<file path="config.mk">
export PLATFORM = sky130hd
export DESIGN_NAME = mem_arbiter
export DESIGN_NICKNAME = d
export VERILOG_FILES = /design/src/rtl/mem_arbiter.sv
export SDC_FILE = /design/constraint.sdc
export NUM_CORES = 1
export LEC_CHECK = 0
export ABC_AREA = 1
export BUFFER_PORTS_ARGS = -buffer_cell sky130_fd_sc_hd__buf_2
export CORE_AREA = 4 4 157 159
export DETAILED_ROUTE_END_ITERATION = 8
export DIE_AREA = 0 0 161 163
export GPL_TIMING_DRIVEN = 1
export MAX_ROUTING_LAYER = met4
export PLACE_DENSITY = 0.63
export SLEW_MARGIN = 20
export SYNTH_ARGS = -nofsm -noshare
export SYNTH_HDL_FRONTEND = slang
export SYNTH_SLANG_ARGS = --single-unit
</file>
<file path="constraint.sdc">
create_clock -name clk -period 3.41 [get_ports clk]
set_input_delay 0 -clock clk [delete_from_list [all_inputs] [get_ports clk]]
set_output_delay 0 -clock clk [all_outputs]
set_load 0.05 [all_outputs]
</file>
<file path="src/rtl/mem_arbiter.sv">
// mem_arbiter: shares one 64-bit memory port between IFU and LSU, one transaction at a time.
// LSU wins by default; after STARVE_LIMIT consecutive IFU losses the IFU gets the next grant.
module mem_arbiter #(
   parameter int STARVE_LIMIT = 4
) (
   input  logic        clk,
   input  logic        rst,
   input  logic        if_req_valid,
   output logic        if_req_ready,
   input  logic [31:0] if_addr,
   output logic        if_resp_valid,
   output logic [31:0] if_resp_data,
   input  logic        ls_req_valid,
   output logic        ls_req_ready,
   input  logic [31:0] ls_addr,
   input  logic        ls_wen,
   input  logic [63:0] ls_wdata,
   input  logic [7:0]  ls_wmask,
   output logic        ls_resp_valid,
   output logic [63:0] ls_resp_data,
   output logic        mem_req_valid,
   input  logic        mem_req_ready,
   output logic [31:0] mem_addr,
   output logic        mem_wen,
   output logic [63:0] mem_wdata,
   output logic [7:0]  mem_wmask,
   input  logic        mem_resp_valid,
   input  logic [63:0] mem_resp_data
);
   typedef enum logic [1:0] {S_IDLE, S_REQ, S_WAIT} state_t;
   localparam logic [3:0] LIMIT = 4'(STARVE_LIMIT);
   state_t      r_state, w_next;
   logic        w_grant_if, w_grant_ls;
   logic        r_owner_if, r_hi, r_wen, r_if_rv, r_ls_rv;
   logic [3:0]  r_starve;
   logic [31:0] r_addr;
   logic [63:0] r_wdata, r_data;
   logic [7:0]  r_wmask;
   always_ff @(posedge clk) begin
      if (!rst) r_state <= S_IDLE;
      else r_state <= w_next;
   end
   // Grants are only ever issued from IDLE and never while reset is asserted.
   always_comb begin
      w_next = r_state;
      w_grant_if = 1'b0;
      w_grant_ls = 1'b0;
      case (r_state)
         S_IDLE: begin
            w_grant_if = rst && if_req_valid && (!ls_req_valid || r_starve == LIMIT);
            w_grant_ls = rst && ls_req_valid && !w_grant_if;
            w_next = (w_grant_if || w_grant_ls) ? S_REQ : S_IDLE;
         end
         S_REQ:   w_next = mem_req_ready ? S_WAIT : S_REQ;
         S_WAIT:  w_next = mem_resp_valid ? S_IDLE : S_WAIT;
         default: w_next = S_IDLE;
      endcase
   end
   always_ff @(posedge clk) begin
      if (!rst) begin
         r_owner_if <= 1'b0;
         r_hi       <= 1'b0;
         r_addr     <= '0;
         r_wen      <= 1'b0;
         r_wdata    <= '0;
         r_wmask    <= '0;
         r_starve   <= '0;
         r_data     <= '0;
         r_if_rv    <= 1'b0;
         r_ls_rv    <= 1'b0;
      end else begin
         r_if_rv <= 1'b0;
         r_ls_rv <= 1'b0;
         if (w_grant_if || w_grant_ls) begin
            r_owner_if <= w_grant_if;
            r_addr     <= (w_grant_if ? if_addr : ls_addr) & 32'hFFFF_FFF8;
            r_hi       <= w_grant_if ? if_addr[2] : ls_addr[2];
            r_wen      <= w_grant_ls && ls_wen;
            r_wdata    <= w_grant_ls ? ls_wdata : '0;
            r_wmask    <= w_grant_ls ? ls_wmask : '0;
         end
         if (w_grant_if) r_starve <= '0;
         else if (w_grant_ls && if_req_valid && r_starve != LIMIT) r_starve <= r_starve + 4'd1;
         if (r_state == S_WAIT && mem_resp_valid) begin
            r_data  <= mem_resp_data;
            r_if_rv <= r_owner_if;
            r_ls_rv <= !r_owner_if;
         end
      end
   end
   assign if_req_ready  = w_grant_if;
   assign ls_req_ready  = w_grant_ls;
   assign mem_req_valid = r_state == S_REQ;
   assign mem_addr      = r_addr;
   assign mem_wen       = r_wen;
   assign mem_wdata     = r_wdata;
   assign mem_wmask     = r_wmask;
   assign if_resp_valid = r_if_rv;
   assign if_resp_data  = r_hi ? r_data[63:32] : r_data[31:0];
   assign ls_resp_valid = r_ls_rv;
   assign ls_resp_data  = r_data;
endmodule

</file>
; After elaboration in Yosys (flattened, before gate mapping)
; Cells that the tools add are included.
[totals]
regBits = 176
in_bits = 207
out_inout_bits = 206
elab_cells = 45
[op_classes]
n_addsub = 1
eq_ne = 4
n_mux = 11
bitwise_logic = 1
reduce_logical = 17
[op_table]
columns = op, count
row1 = 32-bit 2-to-1 mux, 2
row2 = 64-bit 2-to-1 mux, 1
row3 = 1-bit logical AND, 8
row4 = 8-bit 2-to-1 mux, 1
row5 = 2-bit one-hot mux with 3 select lines, 1
row6 = "4-bit by 1-bit adder with 4-bit output, second input constant", 1
row7 = "4-bit by 3-bit == test with 1-bit output, second input constant", 1
row8 = 1-bit 2-to-1 mux, 4
row9 = 2-bit 2-to-1 mux, 2
row10 = "4-bit by 3-bit inequality test with 1-bit output, second input constant", 1
row11 = 1-bit logical NOT, 3
row12 = 1-bit logical OR, 3
row13 = "2-bit by 1-bit == test with 1-bit output, second input constant", 1
row14 = "2-bit == test, second input constant", 1
row15 = 2-bit logical NOT, 1
row16 = 2-bit AND reduction, 1
row17 = 2-bit OR reduction, 1
row18 = 1-bit inverter, 1

; Longest topological paths before layout
[depth]
depth_word = 8
mapped_depth = 11
mapped_depth_nobuf = 9

; Least setup slack after synthesis
; Ideal clock, no wire load.
[synth_path]
path_kind = register -> output
from = reg r_data[0], in the netlist ls_resp_data[0]
to = out if_resp_data[0]
t_arrival_ps = 1823
required_time_ps = 3410
slack_ps = 1587
path_stages_with_launch = 3
n_path_buf = 0
path_cell_list = dfxtp_1 -> inv_1 -> o21ai_0
[synth_between]
elab_chain_cells = 1
[synth_rtl]
columns = element, line
row1 = start: declaration, 37  ; logic [63:0] r_wdata, r_data;
row2 = start signal: assignment, 85  ; r_data <= mem_resp_data;
row3 = 32-bit 2-to-1 mux, 99  ; assign if_resp_data = r_hi ? r_data[63:32] : r_data[31:0];
row4 = end: declaration, 12  ; output logic [31:0] if_resp_data,
; No other way between the ends.

; Worst setup path after layout
[layout_path]
from = reg r_starve[0]
to = reg r_addr[10], in the netlist mem_addr[10]
[layout_between]
elab_chain_cells = 7
word_cells_on_any_way = 9
cone_classes = eq/ne (1) / mux (3) / reduce/logical (5)
[layout_rtl]
columns = element, line
row1 = start: declaration, 35  ; logic [3:0] r_starve;
row2 = start signal: assignment, 83  ; else if (w_grant_ls && if_req_valid && r_starve != LIMIT) r_starve <= r_starve + 4'd1;
row3 = 4-bit by 3-bit == test with 1-bit output *, 50  ; w_grant_if = rst && if_req_valid && (!ls_req_valid || r_starve == LIMIT);
row4 = 1-bit logical OR *, 50
row5 = 1-bit logical AND *, 50
row6 = 1-bit logical NOT, 51  ; w_grant_ls = rst && ls_req_valid && !w_grant_if;
row7 = 1-bit logical AND, 51
row8 = 1-bit 2-to-1 mux, 48  ; case (r_state)
row9 = 1-bit logical OR, 74  ; if (w_grant_if || w_grant_ls) begin
row10 = end signal: assignment, 76  ; r_addr <= (w_grant_if ? if_addr : ls_addr) & 32'hFFFF_FFF8;
row11 = end: declaration, 36  ; logic [31:0] r_addr;
; Every way passes the cells marked *; elsewhere a longest branch is shown, timed or not.
; A chain may end at the register's enable or synchronous reset.

==> qor.yml <==
route:
  topRoutingLayerUsed: "met4"
  drc_errors: 0
  via_count: 8516
  wl_met2_um: 13200
  ant_nets: 0
  wl_per_cell_um: 13.94
  drt-met1-wl_um: 10620
  dr.pass1.iters: 6
  drt_iter0_drc: 655
  viasPerCell: 4.506
  wl_met3_um: 1558
  routed_wl_um: 26340
floorplanning:
  start_util_pct: 30.59
  fp-row-count: 56
  ioPinCount: 413
  die_area_um2: 26240
  core_area_um2: 23260
  die_x_um: 161
  die_h_um: 163
timing:
  tns_ns: 0
  max_freq_ghz: 0.3969
  finalHoldViolations: 0
  rsz0062_at_grt: "no"
  post-route-period-util_pct: 73.88
  layout_min_cycle_time_ns: 2.519
  setup_ws_ns: 0.8906
  tightest_slew_ns: 0.7760
  setup-violations-final: 0
  skew_ns: 0.01521
  maxSlewViolCount: 0
  maxSlewHeadroom_pct: 48.27
placement:
  io_buffers: 405
  gp_congestion: 0.8237
  hpwl_um: 17370
  pre_cts_ws_ns: 1.100
  dp_cells: 1658
layout:
  diodes: 0
  final_nets: 1767
  syn2layout_area_growth_pct: 67.22
  final_cell_count_no_fill: 1890
  fin_util_pct: 51.15
  drive_gt1_share_pct: 29.03
synthesis:
  synth_top_family_by_area: "simple AND/OR/NAND/NOR gates"
  synth-adder-area-share_pct: 0.3517
  yosys.area_share.simple_pct: 22.45
  synthCells: 993
  yosysUniqueCellTypes: 24
  synth-seq-cells: 176
  synthXorXnorAreaFrac_pct: 0.1231
  synthMuxAreaShare_pct: 0
  yosysTopAreaCellShare_pct: 49.52
  synth_area_um2: 7116
  synth_compound_area_share_pct: 16.90
  synth.avg_cell_area_um2: 7.166
  ys_seq_area_share_pct: 49.52
  synth_top_cell_by_area: "dfxtp_1"
  yosys_warnings: 0
  synth_area_leaders: "dfxtp_1, nand2_1, a21oi_1"
clocking:
  cts-htree-levels: 4
  clock_latency_ns: 0.42
  root_buffer: "clkbuf_16"
  cts_max_path_buffers: 2
  cts_sinks: 176
  cts-resized-gates: 0
  clkTransAtPathRegs_ns: 0.07
  tritoncts: "done"
  numCtsBuffers: 17
setup_path:
  crit_fanout: 32
  cp_data_required_time_ns: 3.73
  critPathBufInv: 5
  crit_chain: "inv_1, ha_1, nand3_1, nand2_1, buf_4, nand2_1, buf_4, nand2_1, nand3_1, dlygate4sd3_1, nand2_1, inv_1"
  critPathTopFamily: "buffers and inverters"
  crit_path_top_delay_cell: "dlygate4sd3_1"
  slowest_delay_ns: 0.60
  critPathKind: "reg2reg"
  crit_top_cell: "nand2_1"
  startpoint_type: "register"
  cp-end-kind: "register"
  worstPathArrival_ns: 2.84
global_route:
  grt_util_all_layers_pct: 19.20
  grt-ovfl-total: 0
  grt_pass1_wl_um: 40090
  antenna_found_initial: 0
  grt_pass1_vias: 8126
  grt_max_degree: 74
power_and_ir_drop:
  cellPowerDensity_nw_per_um2: 447.2
  ir_drop_uv: 225.8
  combPwrFrac_pct: 22.5
  switching_share_pct: 31.78
  p_switching_mw: 1.691
  finalPower_mw: 5.322
  p_leak_nw: 5.665
  pwr-share-clk_pct: 35.6
  seq_power_share_pct: 41.9
  intPower_mw: 3.631
job:
  maxCapViolCount: 0
outcome:
  status: "finished, final reports clean"
hold_path:
  hold_class: "in2reg"
path summary, 6_finish.rpt:
check,start,to,slack (ns),depth (start not counted)
max,r_starve[0]$_SDFFE_PP0P_,mem_addr[10]$_SDFFE_PN0P_,0.89,12
min,rst,r_owner_if$_SDFFE_PN0P_,0.07,3
max reg2reg,r_starve[0]$_SDFFE_PP0P_,mem_addr[10]$_SDFFE_PN0P_,0.89,12
min reg2reg,ls_resp_data[32]$_SDFFE_PN0P_,ls_resp_data[32]$_SDFFE_PN0P_,0.46,2
logic make-up after synthesis:
| kind of cell | Yosys count |
|---|---|
| AOI/OAI and AO/OA | 238 |
| xor gates and xnor gates | 1 |
| adders and majority gates | 2 |
| buffers and inverters | 179 |
| other | 1 |
| DFF | 176 |
| and+or+nand+nor | 396 |
synth_stat cells:
cell type and number:
nand2_1 254, o21ai_0 96, xor2_1 1, inv_1 103, a21oi_1 141, conb_1 1, ha_1 2, nand4_1 3
dfxtp_1 176, clkbuf_1 39, nor3b_1 1, buf_2 15, nor3_1 1, nor2_4 1, a21oi_4 1, nor2_2 1
nand3_1 64, nor2_1 69, inv_2 3, or2_4 1, nand3b_1 1, buf_4 3, buf_1 9, buf_6 7
power by group through the flow:
stage               clock network [mW]  logic (mW)  registers [mW]
detailed placement                   0       0.993            2.27
floorplan                            0       0.387            2.58
CTS                               1.98        1.19            2.23
global placement                     0       0.990            2.27
global route                      2.04        1.28            2.24
finish                            1.89        1.20            2.23
final cells by class:
| class | instances | area, um2 |
|---|---|---|
| tap | 319 | 399.1 |
| fill | 2239 | 11360 |
| clock inverter | 12 | 125.1 |
| sequential | 176 | 3527 |
| clock buffer | 20 | 446.7 |
| multi-input combinational | 640 | 2858 |
| timing repair buffer | 617 | 4144 |
| inverter | 106 | 399.1 |
layout by cell type, fill, tap and decap left out:
cell type and n:
a21oi_1 141, a21oi_4 1, buf_12 2, buf_2 405, buf_4 10, bufinv_16 1
clkbuf_1 2, clkbuf_16 17, clkbuf_8 1, clkinv_2 1, clkinv_4 4, clkinvlp_4 3
conb_1 3, dfxtp_1 175, dfxtp_4 1, dlygate4sd3_1 200, ha_1 2, inv_1 103
inv_2 2, inv_6 3, inv_8 1, nand2_1 254, nand3_1 63, nand3_4 1
nand3b_1 1, nand4_1 3, nor2_1 69, nor2_2 1, nor2_4 1, nor3_1 1
nor3b_1 1, o21ai_0 96, or2_4 1, xor2_1 1
tightest hold or removal path: cells and delay by family:
family                 cells  cell delay [ns]
AOI/OAI and AO/OA          1             0.06
buffers and inverters      2             0.37
registers in the layout, summed over array words and instances, names as in the netlist:
| register | count |
|---|---|
| ls_resp_valid | 1 |
| if_resp_valid | 1 |
| mem_wen | 1 |
| mem_addr | 29 |
| r_starve | 4 |
| mem_wmask | 8 |
| ls_resp_data | 64 |
| r_state | 2 |
| r_hi | 1 |
| mem_wdata | 64 |
| r_owner_if | 1 |
routing by layer:
layer / GRT usage (%) / up-vias
met4: 8.647 / 0
li1: - / 4264
met5: - / -
met1: 21.59 / 3815
met3: 3.594 / 73
met2: 33.33 / 364
through the flow:
step | instance area, um2 | hold slack [ns]
after detailed placement | 9323 | 0.2560
final | 11900 | 0.06922
after global placement | 9323 | 0.2492
after global routing | 11900 | 0.07894
after CTS | 11900 | 0.04794
after floorplan | 7123 | 0.1427
timing repair:
| action | in CTS | in global routing |
|---|---|---|
| setup buffers | 0 | 0 |
| endpoints found under the hold margin | 171 | 0 |
| hold buffers | 200 | 0 |
Power figures use the tool's default switching activity.
